### config.mk
export PLATFORM = sky130hd
export DESIGN_NAME = vector_operand_fetch
export DESIGN_NICKNAME = d
export VERILOG_FILES = /design/src/rtl/vector_pkg.sv /design/src/rtl/vrf_bypass_mux.sv /design/src/rtl/vector_operand_fetch.sv
export SDC_FILE = /design/constraint.sdc
export NUM_CORES = 2
export LEC_CHECK = 0
export BUFFER_PORTS_ARGS = -buffer_cell sky130_fd_sc_hd__buf_2
export CORE_AREA = 3 3 615 617
export CTS_CLUSTER_SIZE = 8
export DETAILED_ROUTE_END_ITERATION = 16
export DIE_AREA = 0 0 618 620
export PLACE_DENSITY = 0.3
export SKIP_LAST_GASP = 1
export SYNTH_ARGS = -nofsm -noshare
export SYNTH_HDL_FRONTEND = slang
export SYNTH_SLANG_ARGS = --single-unit
### constraint.sdc
create_clock -name clk_i -period 2.6 [get_ports clk_i]
set_clock_uncertainty 0.2 [all_clocks]
set_input_delay 0.52 -clock clk_i [delete_from_list [all_inputs] [get_ports clk_i]]
set_output_delay 0.52 -clock clk_i [all_outputs]
set_load 0.01 [all_outputs]
### src/rtl/vector_pkg.sv
// vector_pkg: shared types and defaults for the vector operand fetch slice.
package vector_pkg;

    localparam int REG_ADDR_W   = 5;
    localparam int DEFAULT_VLEN = 256;

    typedef logic [REG_ADDR_W-1:0] vreg_addr_t;

    typedef enum logic {
        IDLE,
        FETCH_C
    } fetch_state_e;

endpackage

### src/rtl/vrf_bypass_mux.sv
// vrf_bypass_mux: read value for one register-file port.
// Register 0 reads as zero; otherwise a same-cycle write wins over the stale file data.
module vrf_bypass_mux
    import vector_pkg::*;
#(
    parameter int VLEN = DEFAULT_VLEN
) (
    input  logic [REG_ADDR_W-1:0] addr_i,
    input  logic [VLEN-1:0]       rdata_i,
    input  logic                  wb_we_i,
    input  logic [REG_ADDR_W-1:0] wb_waddr_i,
    input  logic [VLEN-1:0]       wb_wdata_i,
    output logic [VLEN-1:0]       data_o
);

    always_comb begin
        data_o = (addr_i == '0) ? '0 :
                 (wb_we_i && wb_waddr_i == addr_i) ? wb_wdata_i : rdata_i;
    end

endmodule

### src/rtl/vector_operand_fetch.sv
// vector_operand_fetch: reads up to three vector operands through two regfile ports,
// forwarding same-cycle writebacks, and presents them as one registered bundle.
module vector_operand_fetch
    import vector_pkg::*;
#(
    parameter int VLEN     = DEFAULT_VLEN,
    parameter int NUM_REGS = 32,
    parameter int TAG_W    = 8
) (
    input  logic                  clk_i,
    input  logic                  rst_ni,
    input  logic                  req_valid_i,
    output logic                  req_ready_o,
    input  logic [REG_ADDR_W-1:0] req_vs1_i,
    input  logic [REG_ADDR_W-1:0] req_vs2_i,
    input  logic [REG_ADDR_W-1:0] req_vd_i,
    input  logic                  req_use_vd_i,
    input  logic [TAG_W-1:0]      req_tag_i,
    output logic [REG_ADDR_W-1:0] raddr1_o,
    input  logic [VLEN-1:0]       rdata1_i,
    output logic [REG_ADDR_W-1:0] raddr2_o,
    input  logic [VLEN-1:0]       rdata2_i,
    input  logic                  wb_we_i,
    input  logic [REG_ADDR_W-1:0] wb_waddr_i,
    input  logic [VLEN-1:0]       wb_wdata_i,
    output logic                  op_valid_o,
    input  logic                  op_ready_i,
    output logic [VLEN-1:0]       op_a_o,
    output logic [VLEN-1:0]       op_b_o,
    output logic [VLEN-1:0]       op_c_o,
    output logic [TAG_W-1:0]      op_tag_o,
    output logic                  busy_o
);

    fetch_state_e          state_q, state_d;
    logic                  op_valid_q, op_valid_d;
    logic [VLEN-1:0]       op_a_q, op_a_d;
    logic [VLEN-1:0]       op_b_q, op_b_d;
    logic [VLEN-1:0]       op_c_q, op_c_d;
    logic [TAG_W-1:0]      op_tag_q, op_tag_d;
    logic [REG_ADDR_W-1:0] vd_q, vd_d;
    logic [TAG_W-1:0]      tag_q, tag_d;

    logic                  free, accept, wb_en;
    logic [VLEN-1:0]       rd1, rd2;

    // Writes to addresses beyond the architectural file are never forwarded.
    assign wb_en = wb_we_i && (int'(wb_waddr_i) < NUM_REGS);

    vrf_bypass_mux #(.VLEN(VLEN)) u_port1 (
        .addr_i     (raddr1_o),
        .rdata_i    (rdata1_i),
        .wb_we_i    (wb_en),
        .wb_waddr_i (wb_waddr_i),
        .wb_wdata_i (wb_wdata_i),
        .data_o     (rd1)
    );

    vrf_bypass_mux #(.VLEN(VLEN)) u_port2 (
        .addr_i     (raddr2_o),
        .rdata_i    (rdata2_i),
        .wb_we_i    (wb_en),
        .wb_waddr_i (wb_waddr_i),
        .wb_wdata_i (wb_wdata_i),
        .data_o     (rd2)
    );

    always_comb begin
        free        = !op_valid_q || op_ready_i;
        req_ready_o = (state_q == IDLE) && free;
        accept      = req_valid_i && req_ready_o;
        raddr1_o    = (state_q == FETCH_C) ? vd_q : req_vs1_i;
        raddr2_o    = (state_q == FETCH_C) ? '0 : req_vs2_i;
        state_d     = state_q;
        op_valid_d  = (op_valid_q && op_ready_i) ? 1'b0 : op_valid_q;
        op_a_d      = op_a_q;
        op_b_d      = op_b_q;
        op_c_d      = op_c_q;
        op_tag_d    = op_tag_q;
        vd_d        = vd_q;
        tag_d       = tag_q;
        if (state_q == FETCH_C) begin
            // Second read cycle: port 1 now carries vd, port 2 is parked on x0.
            op_c_d     = rd1;
            op_tag_d   = tag_q;
            op_valid_d = 1'b1;
            state_d    = IDLE;
        end else if (accept) begin
            op_a_d = rd1;
            op_b_d = rd2;
            tag_d  = req_tag_i;
            if (req_use_vd_i) begin
                vd_d       = req_vd_i;
                op_valid_d = 1'b0;
                state_d    = FETCH_C;
            end else begin
                op_c_d     = '0;
                op_tag_d   = req_tag_i;
                op_valid_d = 1'b1;
            end
        end
    end

    always_ff @(posedge clk_i or negedge rst_ni) begin
        if (!rst_ni) begin
            state_q    <= IDLE;
            op_valid_q <= 1'b0;
            op_a_q     <= '0;
            op_b_q     <= '0;
            op_c_q     <= '0;
            op_tag_q   <= '0;
            vd_q       <= '0;
            tag_q      <= '0;
        end else begin
            state_q    <= state_d;
            op_valid_q <= op_valid_d;
            op_a_q     <= op_a_d;
            op_b_q     <= op_b_d;
            op_c_q     <= op_c_d;
            op_tag_q   <= op_tag_d;
            vd_q       <= vd_d;
            tag_q      <= tag_d;
        end
    end

    assign op_valid_o = op_valid_q;
    assign op_a_o     = op_a_q;
    assign op_b_o     = op_b_q;
    assign op_c_o     = op_c_q;
    assign op_tag_o   = op_tag_q;
    assign busy_o     = (state_q == FETCH_C);

endmodule

# Word-level counts from Yosys, hierarchy flattened
# Index checks and enable logic that the tools add are counted.
# W data, S select, Z words.
# word_totals
elab_cells	45
ff_bits	791
out_inout_bits	789
inputBits	802
# classes
n_mux	19
n_eq_ne	3
reduce_logical	14
n_bitwise	1
# ops
operator	n
$mux W256	7
$mux W8	3
$eq A5 B5 Y1	2
$logic_not A5 Y1	2
$mux W5	2
$mux W1	7
$logic_and A1 B1 Y1	5
$reduce_and A2 Y1	2
$reduce_and A3 Y1	1
$reduce_bool A3 Y1	1
$ne A2 B1 Y1 const B	1
$reduce_bool A2 Y1	1
$logic_not A1 Y1	1
$logic_or A1 B1 Y1	1
$not A1 Y1	1

# Logic depth before layout (Yosys ltp)
# logic_depth
depth_word	6
ltp_mapped	10
ltp_nobuf	5

# Modules after synthesis
# Synthesis repeated with hierarchy kept, for this count alone.
# hier_totals
cells_unflattened	3453
hier_area_um2	39738.1
# by_module_without_submodules
mod	seq_area_each_um2	cells_each	instances	area_each_um2
vector_operand_fetch	19794.0	1727	1	29132.9
vrf_bypass_mux	0.0	863	2	5302.6

# Least setup slack after synthesis
# No wires, ideal clock.
# synth_timing
path_type	register to register
from	register state_q, in the netlist busy_o
to	register op_c_q[165], in the netlist op_c_o[165]
stages_incl_launch_ff	11
setup_ps	131
period_less_slack_ps	2489
slack_ps	111
arrival_time_ps	2158
required_ps	2269
path_buffers	5
path_cell_list	dfrtp_1 -> buf_6 -> mux2_4 -> a222oi_1 -> nor4b_2 -> buf_2 -> and2_1 -> buf_4 -> buf_4 -> buf_4 -> o211ai_1
# synth_via
elab_chain_len	6
word_cells_on_any_way	13
cone_classes	eq/ne: 2; mux: 4; bitwise: 1; reduce/logical: 6
# synth_rtl
element	line	rtl
start: declaration	vector_operand_fetch.sv:35	fetch_state_e state_q, state_d;
start signal: assignment	vector_operand_fetch.sv:115	state_q <= state_d;
$mux W5 (*)	vector_operand_fetch.sv:72	raddr1_o = (state_q == FETCH_C) ? vd_q : req_vs1_i;
net raddr1_o[3]	vector_operand_fetch.sv:19	output logic [REG_ADDR_W-1:0] raddr1_o,
$eq A5 B5 Y1	vrf_bypass_mux.sv:18	(wb_we_i && wb_waddr_i == addr_i) ? wb_wdata_i : rdata_i;
$logic_and A1 B1 Y1	vrf_bypass_mux.sv:18	
$mux W256	vrf_bypass_mux.sv:18	
$mux W256 (*)	vrf_bypass_mux.sv:17	data_o = (addr_i == '0) ? '0 :
$mux W256 (*)	vector_operand_fetch.sv:82	if (state_q == FETCH_C) begin
end signal: assignment	vector_operand_fetch.sv:119	op_c_q <= op_c_d;
end: declaration	vector_operand_fetch.sv:39	logic [VLEN-1:0] op_c_q, op_c_d;
# The timed path passes the listed nets; every way through them passes the cells marked *.
# A chain may end at the register's enable or synchronous reset.

# Worst setup path in the final report
# layout_timing
from	register state_q, in the netlist busy_o
to	register op_b_q[82], in the netlist op_b_o[82]
# layout_via
elab_chain_len	5
word_cells_on_any_way	10
cone_classes	eq/ne: 1; mux: 3; bitwise: 1; reduce/logical: 5
# layout_rtl
element	line	rtl
$mux W5	vector_operand_fetch.sv:73	raddr2_o = (state_q == FETCH_C) ? '0 : req_vs2_i;
$eq A5 B5 Y1	vrf_bypass_mux.sv:18	
$logic_and A1 B1 Y1	vrf_bypass_mux.sv:18	
$mux W256	vrf_bypass_mux.sv:18	
$mux W256	vrf_bypass_mux.sv:17	
end signal: assignment	vector_operand_fetch.sv:118	op_b_q <= op_b_d;
end: declaration	vector_operand_fetch.sv:38	logic [VLEN-1:0] op_b_q, op_b_d;
# Several ways; a longest one is shown, not always the timed one.

==> metrics.md <==
| Metric | Value |
|---|---|
| Outcome | finished with violations |
| Violated checks | setup timing |
| Worst-path cell chain | buf_12 -> buf_6 -> or3_4 -> a21oi_4 -> buf_12 -> buf_16 -> buf_12 -> buf_8 -> buf_16 -> nand2_1 -> o211ai_1 |
| Reg clk slew, reported paths | 0.06 ns |
| Setup crit end kind | flop |
| Crit path from | busy_o |
| Syn Nets | 5269 |
| Htree depth | 3 |
| HPWL Detailed | 262 mm |
| IO Count | 1591 |
| CTS sink cnt | 791 |
| Die H | 620 um |
| Worst path top cell family by delay | buffers and inverters |
| Crit path kind | reg -> reg |
| Gpl congestion | 0.862 |
| # port buffers | 1590 |
| Post-synth EDFFs | 0 |
| Die ar. | 383000 sq um |
| Max-cap check violation count | 0 |
| Layout area overhead | 80.1% |
| Avg Inst Size Synth | 8.78 sq um |
| Fill cells | 41707 |
| Max VDD drop | 526 uV |
| Slowest stage delay, CP | 0.47 ns |
| CTS root buffer | clkbuf_16 |
| Via-per-instance ratio | 4.10 |
| Post-Synthesis Cells | 4467 |
| Part of the cycle the worst path needs | 1.10 |
| Worst slew margin | 0.518 |
| Initial Util | 0.105 |
| Initial DRT Pass Iterations | 5 |
| Slew @ Worst Pin | 0.723 ns |
| DRC Markers | 0 |
| Yosys warns | 0 |
| Hold_ws | 0.271 ns |
| Overall routed net length | 347 mm |
| Worst skew pair latency | 0.85 ns |
| Multi-input gate area | 17200 sq um |
| Register Area | 19800 sq um |
| Initial antenna violation count | 131 |
| Placement Rows | 224 |
| Synthesis-stage register bit count | 791 |
| Layout cells sized above 1 | 0.330 |
| Commonest non-fill, non-tap cell in the layout | buf_2 |
| Hold Vio Cnt, Final | 0 |
| GRT Util Overall | 0.166 |
| Ys async rst share | 1.00 |
| Final net count | 7785 |
| Initial drt markers | 3756 |
| Number of global-route vias before repair | 48687 |
| Static leakage | 0.0298 uW |
| CTS tree | yes |
| Cell Count, Final, Fillers Out | 12063 |
| Largest net degree at the start of global routing | 73 |
| Core area | 372000 sq um |
| Min-Delay Startpoint | req_tag_i[3] |
| Die Width | 618 um |
| Post-synthesis sequential area ratio | 0.505 |
| Worst hold path class | in -> reg |
| Yosys cell types | 37 |
| First-pass GRT wire length | 446 mm |
| Slowest CP cell | dfrtp_2 |
| Final min period | 2.85 ns |
| Total number of vias | 49435 |
| Main synth FF type | dfrtp_1 |
| Final WS setup | -0.251 ns |
| Crit-path most repeated cell | buf_12 |
| Total gr overflow | 0 |
| RSZ-0062 raised after global routing | true |
| Avg WL per Cell | 28.8 um |
| CP required | 3.11 ns |
| PwrDens | 645 nW/um^2 |
| Worst-path fanout max | 8 |
| Placed insts | 10892 |
| Antenna viol nets, final | 0 |
| Fin. max-slew vios | 0 |
| Worst flop-to-flop path startpoint | busy_o |
| Setup violations, final | 740 |
| CP bufs+invs | 7 |
| Worst path arrival time | 3.36 ns |
| Worst Setup Start Kind | flop |
| Clock buffer count from CTS | 118 |
| Maximum clock insertion buffer count | 4 |
| Maximum clock rate | 0.351 GHz |
| Commonest cells after routing, fill and taps aside | 1580 x buf_2, 1523 x nand2_1, 790 x dfrtp_1, 787 x dlygate4sd3_1 |
| Post-Syn Area | 39200 sq um |
-- where the power goes --
| group | total, uW | switching [uW] | internal, uW |
|---|---|---|---|
| clock network | 15000 | 6540 | 8490 |
| logic | 14400 | 8840 | 5540 |
| registers | 16200 | 1610 | 14500 |
-- flip-flops by register name (all words and copies together), names as in the netlist --
register and count:
op_valid_o 1, busy_o 1, op_tag_o 8, op_a_o 256, vd_q 5, tag_q 8, op_b_o 256, op_c_o 256
-- Yosys cell counts, types with 3 or more instances --
cell	n	area [sq um]
mux2_2	15	169
nor2_1	6	22.5
nor2b_1	6	37.5
inv_1	6	22.5
o21ai_0	9	45.0
buf_1	13	48.8
dfrtp_1	791	19800
buf_6	14	158
xor2_1	3	26.3
buf_2	182	911
buf_4	42	315
nand2_1	1544	5800
clkbuf_1	264	991
nand4_1	768	4800
mux2i_1	10	100
o211ai_1	768	5770
-- layout make-up --
class | instances | share of cell area
Clock buffer | 150 | 0.0451
Multi-Input combinational cell | 3155 | 0.244
Inverter | 6 | 0.000354
Tap cell | 4972 | 0.0881
Antenna cell | 73 | 0.00259
Timing Repair Buffer | 2911 | 0.338
Clock inverter | 5 | 0.00147
Sequential cell | 791 | 0.280
-- worst paths after layout --
path | to | depth (start not counted) | slack, ns
min in group asynchronous | op_a_o[57] | 3 | 0.49
setup / recovery | op_b_o[82] | 11 | -0.25
max in group asynchronous | op_a_o[178] | 4 | 1.12
setup reg to reg | op_b_o[82] | 11 | -0.25
hold / removal | tag_q[3] | 3 | 0.27
hold reg to reg | op_tag_o[3] | 2 | 0.28
-- stage by stage --
step	setup TNS (ns)	total power, uW	cell area [sq um]	setup slack (ns)	util
floorplan	0	20600	39200	0.111	-
global placement	-310.02	28800	55500	-0.697	0.149
detailed placement	-303.52	28900	55500	-0.690	0.149
CTS	-114.84	46000	68200	-0.323	0.183
global route	-173.16	47600	70500	-0.311	0.189
finish	-97.74	45600	70600	-0.251	0.190
-- worst reg2reg max path, stage by stage, from the launching register on --
cell      delay (ns)
dfrtp_2         0.47
buf_12          0.18
buf_6           0.12
or3_4           0.39
a21oi_4         0.16
buf_12          0.14
buf_16          0.15
buf_12          0.22
buf_8           0.15
buf_16          0.14
nand2_1         0.19
o211ai_1        0.21
-- per-layer routing --
layer,GRT usage,part of all wire,vias to the layer above
met1,0.197,0.39,25354
met3,0.0352,0.063,461
met5,0,0.00041,-
met4,0.0514,0.036,22
li1,-,-,21424
met2,0.299,0.51,2174
-- cell families after synthesis --
family                 synth area share
AND/OR/NAND/NOR                   0.274
flip-flops                        0.505
AO/OA/AOI/OAI                     0.150
buffers and inverters            0.0624
multiplexers                    0.00724
XOR/XNOR                        0.00112
-- what timing repair did --
action,CTS,global route
gates resized for setup,91,150
setup buffers,35,51
cloned,24,51
hold endpoints to repair,1284,0
endpoints found under the setup margin,780,778
pin swaps,31,99
hold buffers,787,0
(Power assumes the default switching activity.)
